[src/rtl/seq_det_pkg.sv]
// seq_det_pkg: shared length-width helper, default config struct and its reset value
package seq_det_pkg;
  localparam int DEF_PAT_W = 8;
  function automatic int len_w(input int pat_w);
    return $clog2(pat_w) + 1;
  endfunction
  localparam int DEF_LEN_W = len_w(DEF_PAT_W);
  typedef struct packed {
    logic [DEF_PAT_W-1:0] pattern;
    logic [DEF_LEN_W-1:0] len;
    logic                 overlap;
  } cfg_t;
  localparam cfg_t CFG_RESET = '0;
endpackage

[src/rtl/seq_det_sat_counter.sv]
// seq_det_sat_counter: saturating up-counter (clk, rst, inc, clr -> count, sat); clr wins but keeps a coincident inc
module seq_det_sat_counter #(
  parameter int CNT_W = 16
) (
  input  logic             clk,
  input  logic             rst,
  input  logic             inc,
  input  logic             clr,
  output logic [CNT_W-1:0] count,
  output logic             sat
);
  assign sat = &count;
  always_ff @(posedge clk) begin
    if (rst) count <= '0;
    else if (clr) count <= CNT_W'(inc);
    else if (inc && !sat) count <= count + CNT_W'(1);
  end
endmodule

[src/rtl/seq_detector_prog.sv]
// seq_detector_prog: programmable serial pattern detector (in_valid/in_bit stream, cfg_* load, cnt_clr -> match pulse, match_count, cnt_sat)
module seq_detector_prog
  import seq_det_pkg::*;
#(
  parameter  int PAT_W = 8,
  parameter  int CNT_W = 16,
  localparam int LEN_W = len_w(PAT_W)
) (
  input  logic             clk,
  input  logic             rst,
  input  logic             in_valid,
  input  logic             in_bit,
  input  logic             cfg_load,
  input  logic [PAT_W-1:0] cfg_pattern,
  input  logic [LEN_W-1:0] cfg_len,
  input  logic             cfg_overlap,
  input  logic             cnt_clr,
  output logic             match,
  output logic [CNT_W-1:0] match_count,
  output logic             cnt_sat
);
  typedef struct packed {
    logic [PAT_W-1:0] pattern;
    logic [LEN_W-1:0] len;
    logic             overlap;
  } act_cfg_t;
  act_cfg_t         cfg;
  logic [PAT_W-1:0] hist, hist_next, mask;
  logic [LEN_W-1:0] fill, fill_next;
  logic             accept, hit;
  assign accept    = in_valid && !cfg_load;
  assign hist_next = {hist[PAT_W-2:0], in_bit};
  assign fill_next = (fill == LEN_W'(PAT_W)) ? fill : fill + LEN_W'(1);
  always_comb begin
    mask = '0;
    for (int i = 0; i < PAT_W; i++) mask[i] = (i < int'(cfg.len));
  end
  assign hit = accept && (cfg.len != '0) && (fill_next >= cfg.len) &&
               (((hist_next ^ cfg.pattern) & mask) == '0);
  always_ff @(posedge clk) begin
    if (rst) begin
      cfg   <= '0;
      hist  <= '0;
      fill  <= '0;
      match <= 1'b0;
    end else begin
      match <= hit;
      if (cfg_load) begin
        cfg.pattern <= cfg_pattern;
        cfg.len     <= (cfg_len > LEN_W'(PAT_W)) ? LEN_W'(PAT_W) : cfg_len;
        cfg.overlap <= cfg_overlap;
        hist        <= '0;
        fill        <= '0;
      end else if (in_valid) begin
        hist <= hist_next;
        // non-overlapping: a match forces the next one to collect a full fresh pattern
        fill <= (hit && !cfg.overlap) ? '0 : fill_next;
      end
    end
  end
  seq_det_sat_counter #(.CNT_W(CNT_W)) u_cnt (
    .clk   (clk),
    .rst   (rst),
    .inc   (hit),
    .clr   (cnt_clr),
    .count (match_count),
    .sat   (cnt_sat)
  );
endmodule

[config.mk]
export PLATFORM = sky130hd
export DESIGN_NAME = seq_detector_prog
export DESIGN_NICKNAME = d
export VERILOG_FILES = /design/src/rtl/seq_det_pkg.sv /design/src/rtl/seq_det_sat_counter.sv /design/src/rtl/seq_detector_prog.sv
export SDC_FILE = /design/constraint.sdc
export NUM_CORES = 1
export LEC_CHECK = 0
export ABC_AREA = 1
export ABC_CLOCK_PERIOD_IN_PS = 2600
export BUFFER_PORTS_ARGS = -buffer_cell sky130_fd_sc_hd__buf_4
export CAP_MARGIN = 20
export CORE_ASPECT_RATIO = 2
export CORE_UTILIZATION = 32
export CTS_CLUSTER_DIAMETER = 60
export DETAILED_ROUTE_END_ITERATION = 7
export PLACE_DENSITY = 0.59
export RECOVER_POWER = 100
export SLEW_MARGIN = 20
export SYNTH_ARGS = -nofsm -noshare
export SYNTH_HDL_FRONTEND = slang
export SYNTH_SLANG_ARGS = --single-unit
[constraint.sdc]
create_clock -name clk -period 2.6 [get_ports clk]
set_input_delay 0.39 -clock clk [delete_from_list [all_inputs] [get_ports clk]]
set_output_delay 0.39 -clock clk [all_outputs]
set_load 0.02 [all_outputs]
==> impl_metrics.py, run 1 <==
metrics = {
    "outcome": {
        "outcome": "finished, final reports clean",
    },
    "worst_setup_path": {
        "crit_arrival_ns": 2.56,
        "rr_startpoint": "fill[0]",
        "cpMostUsedCell": "nand2_1",
        "startpoint_type": "flip-flop",
        "slowest_stage": "dfxtp_1",
        "cp-endpoint": "u_cnt.count[9]",
        "critical_path_required_ns": 2.81,
        "cp-end-kind": "flip-flop",
        "r2r_slack_ns": 0.25,
        "slowest_delay_ns": 0.42,
        "reg2reg_depth": 16,
        "crit_fanout": 17,
        "crit_type": "flip-flop to flip-flop",
        "path_cells": "inv_1, ha_1, nand2_1, nor2_1, xor2_1, ha_1, inv_1, nand2_1, nand2_1, nand2_1, nand2_1, a21oi_4, inv_2, nor2_8, nand3_1, a21oi_1",
        "r2r-end": "u_cnt.count[9]",
        "crit_start": "fill[0]",
    },
    "logic_synthesis": {
        "syn_area_um2": 2313,
        "synth_cell_types": 30,
        "ys_warn_count": 0,
        "syn-num-nets": 353,
        "ys_ff_latch": 41,
        "synth-seq-area-share": 0.3548,
        "syn_inst": 327,
        "synth_area_per_cell_um2": 7.075,
    },
    "power": {
        "seq_power_share": 0.467,
        "max-vdd-ir-drop_mv": 0.3416,
        "powerDensity_nw_per_um2": 516.9,
        "swShare": 0.2521,
        "p_comb_frac": 0.106,
        "p_sw_mw": 0.3555,
        "power_leakage_nw": 1.101,
        "p_int_mw": 1.054,
        "p_clk_frac": 0.426,
    },
    "run": {
        "max-cap-violations": 0,
    },
    "global_route": {
        "first_global_vias": 2139,
        "grt_use_total": 0.1693,
        "antenna_found_initial": 0,
        "grt_max_degree": 18,
        "globalRouteOverflowTotal": 0,
        "grt_pass1_wl_mm": 9.942,
    },
    "cells_and_area": {
        "drive_above_1_share": 0.1202,
        "syn2layout_area_growth_pct": 17.90,
        "layout_common_cells": "78 x nand2_1, 41 x dfxtp_1, 36 x inv_1",
        "fill_cells": 751,
        "finalInstanceArea_um2": 2728,
        "layout_commonest_cell": "nand2_1",
        "n_antenna_cell": 0,
        "layout.nets": 391,
    },
    "cts": {
        "clk_path_buf_depth": 2,
        "h-tree-depth": 2,
        "numCtsBuffers": 5,
        "cts_tree": "done",
        "clock_latency_ns": 0.29,
        "cts.clk_slew.worst_paths_ns": 0.06,
        "root_buffer": "clkbuf_16",
        "clock_sinks": 41,
        "cts_setup_buffers": 0,
    },
    "place": {
        "dpl.hpwl_mm": 4.671,
        "gp_congestion": 0.8394,
        "placed_area_um2": 2659,
        "io_buffers": 36,
    },
    "sta": {
        "rsz0062_at_grt": "false",
        "clock_skew_ns": 0.005923,
        "relSlewSlack": 0.6647,
        "fmax_ghz": 0.4249,
        "worstMarginPinSlew_ns": 0.5025,
        "drv_slew": 0,
        "fin_crit_ns": 2.354,
        "post-route-period-util": 0.9052,
        "tns_ns": 0,
        "setup_viol": 0,
        "hold_viol": 0,
    },
    "routing": {
        "drc": 0,
        "drt_first_iter_violations": 51,
        "avgRoutedWirePerCell_um": 13.23,
        "drtPass1Iterations": 4,
        "ant_nets": 0,
        "via_count": 2189,
        "wl_mm": 6.035,
        "routed_via_density": 4.800,
    },
    "floorplanning": {
        "initial_core_util": 0.3333,
        "fp.dieArea_um2": 7594,
        "io_pins": 37,
        "die_h_um": 122.2,
        "chipWidth_um": 62.13,
        "core_area_um2": 6940,
        "rows": 43,
    },
    "min_path": {
        "hp-class": "input port to flip-flop",
    },
}
## area by class of cell
cell class / instances / area [µm²] / share of cell area
Clock buffer: 6 / 128.9 / 0.04725
Tap cell: 90 / 112.6 / 0.04128
Clock inverter: 2 / 10.01 / 0.003670
Inverter: 40 / 152.6 / 0.05596
Sequential cell: 41 / 820.8 / 0.3009
Multi-Input combinational cell: 238 / 1289 / 0.4725
Timing Repair Buffer: 39 / 214.0 / 0.07844
## registers in the layout, summed over array words and instances (netlist names)
name and cells:
u_cnt.count 16, cfg 13, hist 7, fill 4, match 1
## synthesized netlist by cell type
cell,number,area share
nor2_4,2,0.0097
nand4_2,2,0.011
inv_1,36,0.058
clkbuf_1,4,0.0065
a32o_1,1,0.0043
buf_8,1,0.0065
nor2_2,2,0.0054
a21oi_4,1,0.0070
inv_2,3,0.0049
or2_1,2,0.0054
buf_6,2,0.0097
nor2_1,28,0.045
o21ai_0,18,0.039
dfxtp_1,41,0.35
nand3_2,4,0.017
nor3_1,3,0.0065
nor2_8,1,0.0087
buf_4,1,0.0032
xor2_1,8,0.030
ha_1,7,0.038
nand2_1,78,0.13
a21oi_1,35,0.076
inv_4,1,0.0027
nand3_1,29,0.063
nand2_2,1,0.0027
nand3b_1,1,0.0032
a211oi_1,2,0.0065
nand4_1,3,0.0081
xnor2_1,8,0.030
nand2_4,2,0.0097
## critical path, delay by kind of cell, from the launching register on
kind	cells	cell delay (ns)
xor gates and xnor gates	1	0.16
buffers and inverters	3	0.19
adders and majority gates	2	0.47
AOI/OAI and AO/OA	2	0.33
and+or+nand+nor	8	0.71
DFF	1	0.42
## per-layer routing
metal	vias up	part of all wire	GRT usage	wire length [µm]
met5	-	0	0	0
met4	0	0.030	0.1032	181
met3	11	0.028	0.02788	166
met2	39	0.57	0.3393	3467
met1	1009	0.37	0.1546	2220
li1	1130	-	-	-
## repair_timing
item | 4_1_cts | 5_1_grt
setup endpoints to repair | 0 | 15
hold buffers | 0 | 0
resized for setup | 0 | 1
## kinds of logic after synthesis
group / after synthesis / share of synthesized area
xor gates and xnor gates: 16 / 0.06058
and+or+nand+nor: 158 / 0.3223
adders and majority gates: 7 / 0.03786
buffers and inverters: 48 / 0.09194
DFF: 41 / 0.3548
AOI/OAI and AO/OA: 57 / 0.1325
## worst min-delay path by stage
stage,from,endpoint,slack (ns),depth (start not counted)
3_3_place_gp,cfg[5],cfg[5],0.46,2
4_1_cts,rst,cfg[4],0.31,2
6_report,rst,cfg[4],0.32,2
2_1_floorplan,cfg[0],cfg[0],0.43,2
5_1_grt,rst,cfg[4],0.32,2
3_5_place_dp,cfg[0],cfg[0],0.46,2
## stage by stage
stage / power (mW) / hold slack (ns) / utilization / worst slack [ns] / std cells
after floorplan: 0.7727 / 0.4291 / - / 0.5222 / 327
after global placement: 0.8216 / 0.4639 / 0.3831 / 0.2705 / 448
after detailed placement: 0.8244 / 0.4613 / 0.3831 / 0.2155 / 448
after CTS: 1.427 / 0.3114 / 0.4031 / 0.1783 / 456
after global routing: 1.474 / 0.3199 / 0.3930 / 0.002884 / 456
final: 1.410 / 0.3158 / 0.3930 / 0.2465 / 456
## power by group through the flow
stage | logic (mW) | clock network (mW) | registers (mW)
2_1_floorplan | 0.103 | 0 | 0.670
5_1_grt | 0.168 | 0.645 | 0.661
4_1_cts | 0.152 | 0.616 | 0.659
6_report | 0.150 | 0.601 | 0.659
3_3_place_gp | 0.149 | 0 | 0.672
3_5_place_dp | 0.152 | 0 | 0.673
Power figures use the tool's default switching activity.
==> inputs of run 2 (changes only) <==
--- a/config.mk
+++ b/config.mk
@@ -10,6 +10,7 @@
 export BUFFER_PORTS_ARGS = -buffer_cell sky130_fd_sc_hd__buf_4
 export CAP_MARGIN = 20
 export CORE_ASPECT_RATIO = 2
+export CORE_MARGIN = 2
 export CORE_UTILIZATION = 32
 export CTS_CLUSTER_DIAMETER = 60
 export DETAILED_ROUTE_END_ITERATION = 7
==> run 2 against run 1 <==
- die area is 4.9% higher
- setup slack improved by 0.026 ns
- design area shrank 0.18%
- clock power up 2%
- critical path depth unchanged
- flip-flop and latch count stayed put
- final cell count is 0.44% lower
- first-iteration DRC count is 94% higher
- sequential power barely moved
- worst hold slack better by 0.012 ns
- sequential share of layout area up 0.055 points
- global-route usage decreased by 0.74 points
==> impl_metrics.py, run 2 (synthesis gave the netlist of run 1 again) <==
metrics = {
    "power": {
        "seq_power_share": 0.463,
        "swShare": 0.2420,
        "power_mw": 1.423,
        "max-vdd-ir-drop_mv": 0.2940,
        "power_leakage_nw": 1.099,
        "powerDensity_nw_per_um2": 522.7,
        "p_clk_frac": 0.432,
        "p_int_mw": 1.079,
        "p_comb_frac": 0.106,
        "p_sw_mw": 0.3445,
    },
    "sta": {
        "fmax_ghz": 0.4297,
        "setup_viol": 0,
        "worst_hold_slack_ns": 0.3281,
        "relSlewSlack": 0.6204,
        "drv_slew": 0,
        "fin_crit_ns": 2.327,
        "hold_viol": 0,
        "finalWorstSetupSlack_ns": 0.2729,
        "post-route-period-util": 0.8951,
        "worstMarginPinSlew_ns": 0.5688,
        "clock_skew_ns": 0.007089,
        "tns_ns": 0,
        "rsz0062_at_grt": "false",
    },
    "cts": {
        "h-tree-depth": 2,
        "numCtsBuffers": 5,
        "clock_latency_ns": 0.28,
        "cts.clk_slew.worst_paths_ns": 0.06,
        "cts_tree": "done",
        "clock_sinks": 41,
        "root_buffer": "clkbuf_16",
        "clk_path_buf_depth": 2,
    },
    "floorplanning": {
        "core_area_um2": 6994,
        "rows": 43,
        "chipWidth_um": 64.13,
        "die_h_um": 124.2,
        "fp.dieArea_um2": 7967,
        "io_pins": 37,
        "initial_core_util": 0.3308,
    },
    "cells_and_area": {
        "fin_cells": 454,
        "syn2layout_area_growth_pct": 17.69,
        "largestRegisters": "u_cnt.count: 16 flops, cfg: 13 flops, hist: 7 flops",
        "layout_commonest_cell": "nand2_1",
        "largest_reg_flops": 16,
        "finalInstanceArea_um2": 2723,
        "layout.nets": 390,
        "drive_above_1_share": 0.1154,
        "postLayoutCoreUtil": 0.3893,
        "n_antenna_cell": 0,
        "layout_common_cells": "78 x nand2_1, 41 x dfxtp_1, 36 x inv_1",
        "top_register": "u_cnt.count",
    },
    "routing": {
        "ant_nets": 0,
        "wl_mm": 5.982,
        "drc": 0,
        "routed_via_density": 4.868,
        "drtPass1Iterations": 4,
        "avgRoutedWirePerCell_um": 13.18,
        "drt_first_iter_violations": 99,
        "via_count": 2210,
    },
    "worst_setup_path": {
        "cp-end-kind": "flip-flop",
        "cpMostUsedCell": "nand2_1",
        "startpoint_type": "flip-flop",
        "crit_fanout": 17,
        "crit_type": "flip-flop to flip-flop",
        "slowest_delay_ns": 0.40,
        "slowest_stage": "dfxtp_1",
        "reg2reg_depth": 16,
        "path_cells": "inv_1, ha_1, nand2_1, nor2_1, xor2_1, ha_1, inv_1, nand2_1, nand2_1, nand2_1, nand2_1, a21oi_4, inv_2, nor2_8, nand3_1, a21oi_1",
        "crit_arrival_ns": 2.53,
        "critical_path_required_ns": 2.80,
    },
    "outcome": {
        "outcome": "finished, final reports clean",
    },
    "place": {
        "placed_area_um2": 2651,
        "gp_congestion": 0.8932,
        "place_inst": 447,
        "io_buffers": 36,
        "dp_slack_ns": 0.2064,
        "dpl.hpwl_mm": 4.645,
    },
    "min_path": {
        "hold_depth": 2,
        "hp-class": "input port to flip-flop",
    },
    "global_route": {
        "antenna_found_initial": 0,
        "first_global_vias": 2125,
        "grt_use_total": 0.1619,
        "globalRouteOverflowTotal": 0,
        "grt_max_degree": 19,
        "grt_pass1_wl_mm": 10.01,
    },
    "run": {
        "max-cap-violations": 0,
    },
}
## run 2: area by class of cell
type / instances / area, µm²
Tap cell: 90 / 112.6
Multi-Input combinational cell: 238 / 1284
Timing Repair Buffer: 38 / 210.2
Inverter: 40 / 152.6
Fill cell: 773 / 4272
Sequential cell: 41 / 820.8
Clock buffer: 7 / 142.6
## run 2: final timing paths
path | from | to | slack [ns]
setup / recovery | fill[0] | u_cnt.count[15] | 0.27
hold reg to reg | cfg[0] | cfg[0] | 0.47
hold / removal | rst | cfg[4] | 0.33
setup reg to reg | fill[0] | u_cnt.count[15] | 0.27
## run 2: timing repair
action | 4_1_cts | 5_1_grt
endpoints found under the setup margin | 0 | 15
gates resized for setup | 0 | 1
buffers inserted | 0 | 0
hold buffers | 0 | 0
## run 2: layer usage
| metal | GRT usage | up-vias | wire length [µm] |
|---|---|---|---|
| met5 | 0 | - | 0 |
| met2 | 0.2929 | 52 | 3318 |
| met3 | 0.03255 | 22 | 256 |
| met1 | 0.1618 | 1007 | 2107 |
| met4 | 0.1026 | 0 | 299 |
| li1 | - | 1129 | - |
## run 2: power groups by stage
stage | Clock, mW | Sequential (mW) | Combinational (mW)
final | 0.614 | 0.658 | 0.151
after global routing | 0.654 | 0.661 | 0.170
after CTS | 0.629 | 0.658 | 0.152
after detailed placement | 0 | 0.672 | 0.152
after global placement | 0 | 0.672 | 0.149
after floorplan | 0 | 0.670 | 0.103
## run 2: critical path: cells and delay by family (launching register included)
| kind | cells | cell delay (ns) |
|---|---|---|
| buf+inv | 3 | 0.19 |
| compound gates | 2 | 0.32 |
| xor+xnor | 1 | 0.16 |
| fa+ha+maj | 2 | 0.47 |
| flops | 1 | 0.40 |
| simple gates | 8 | 0.70 |
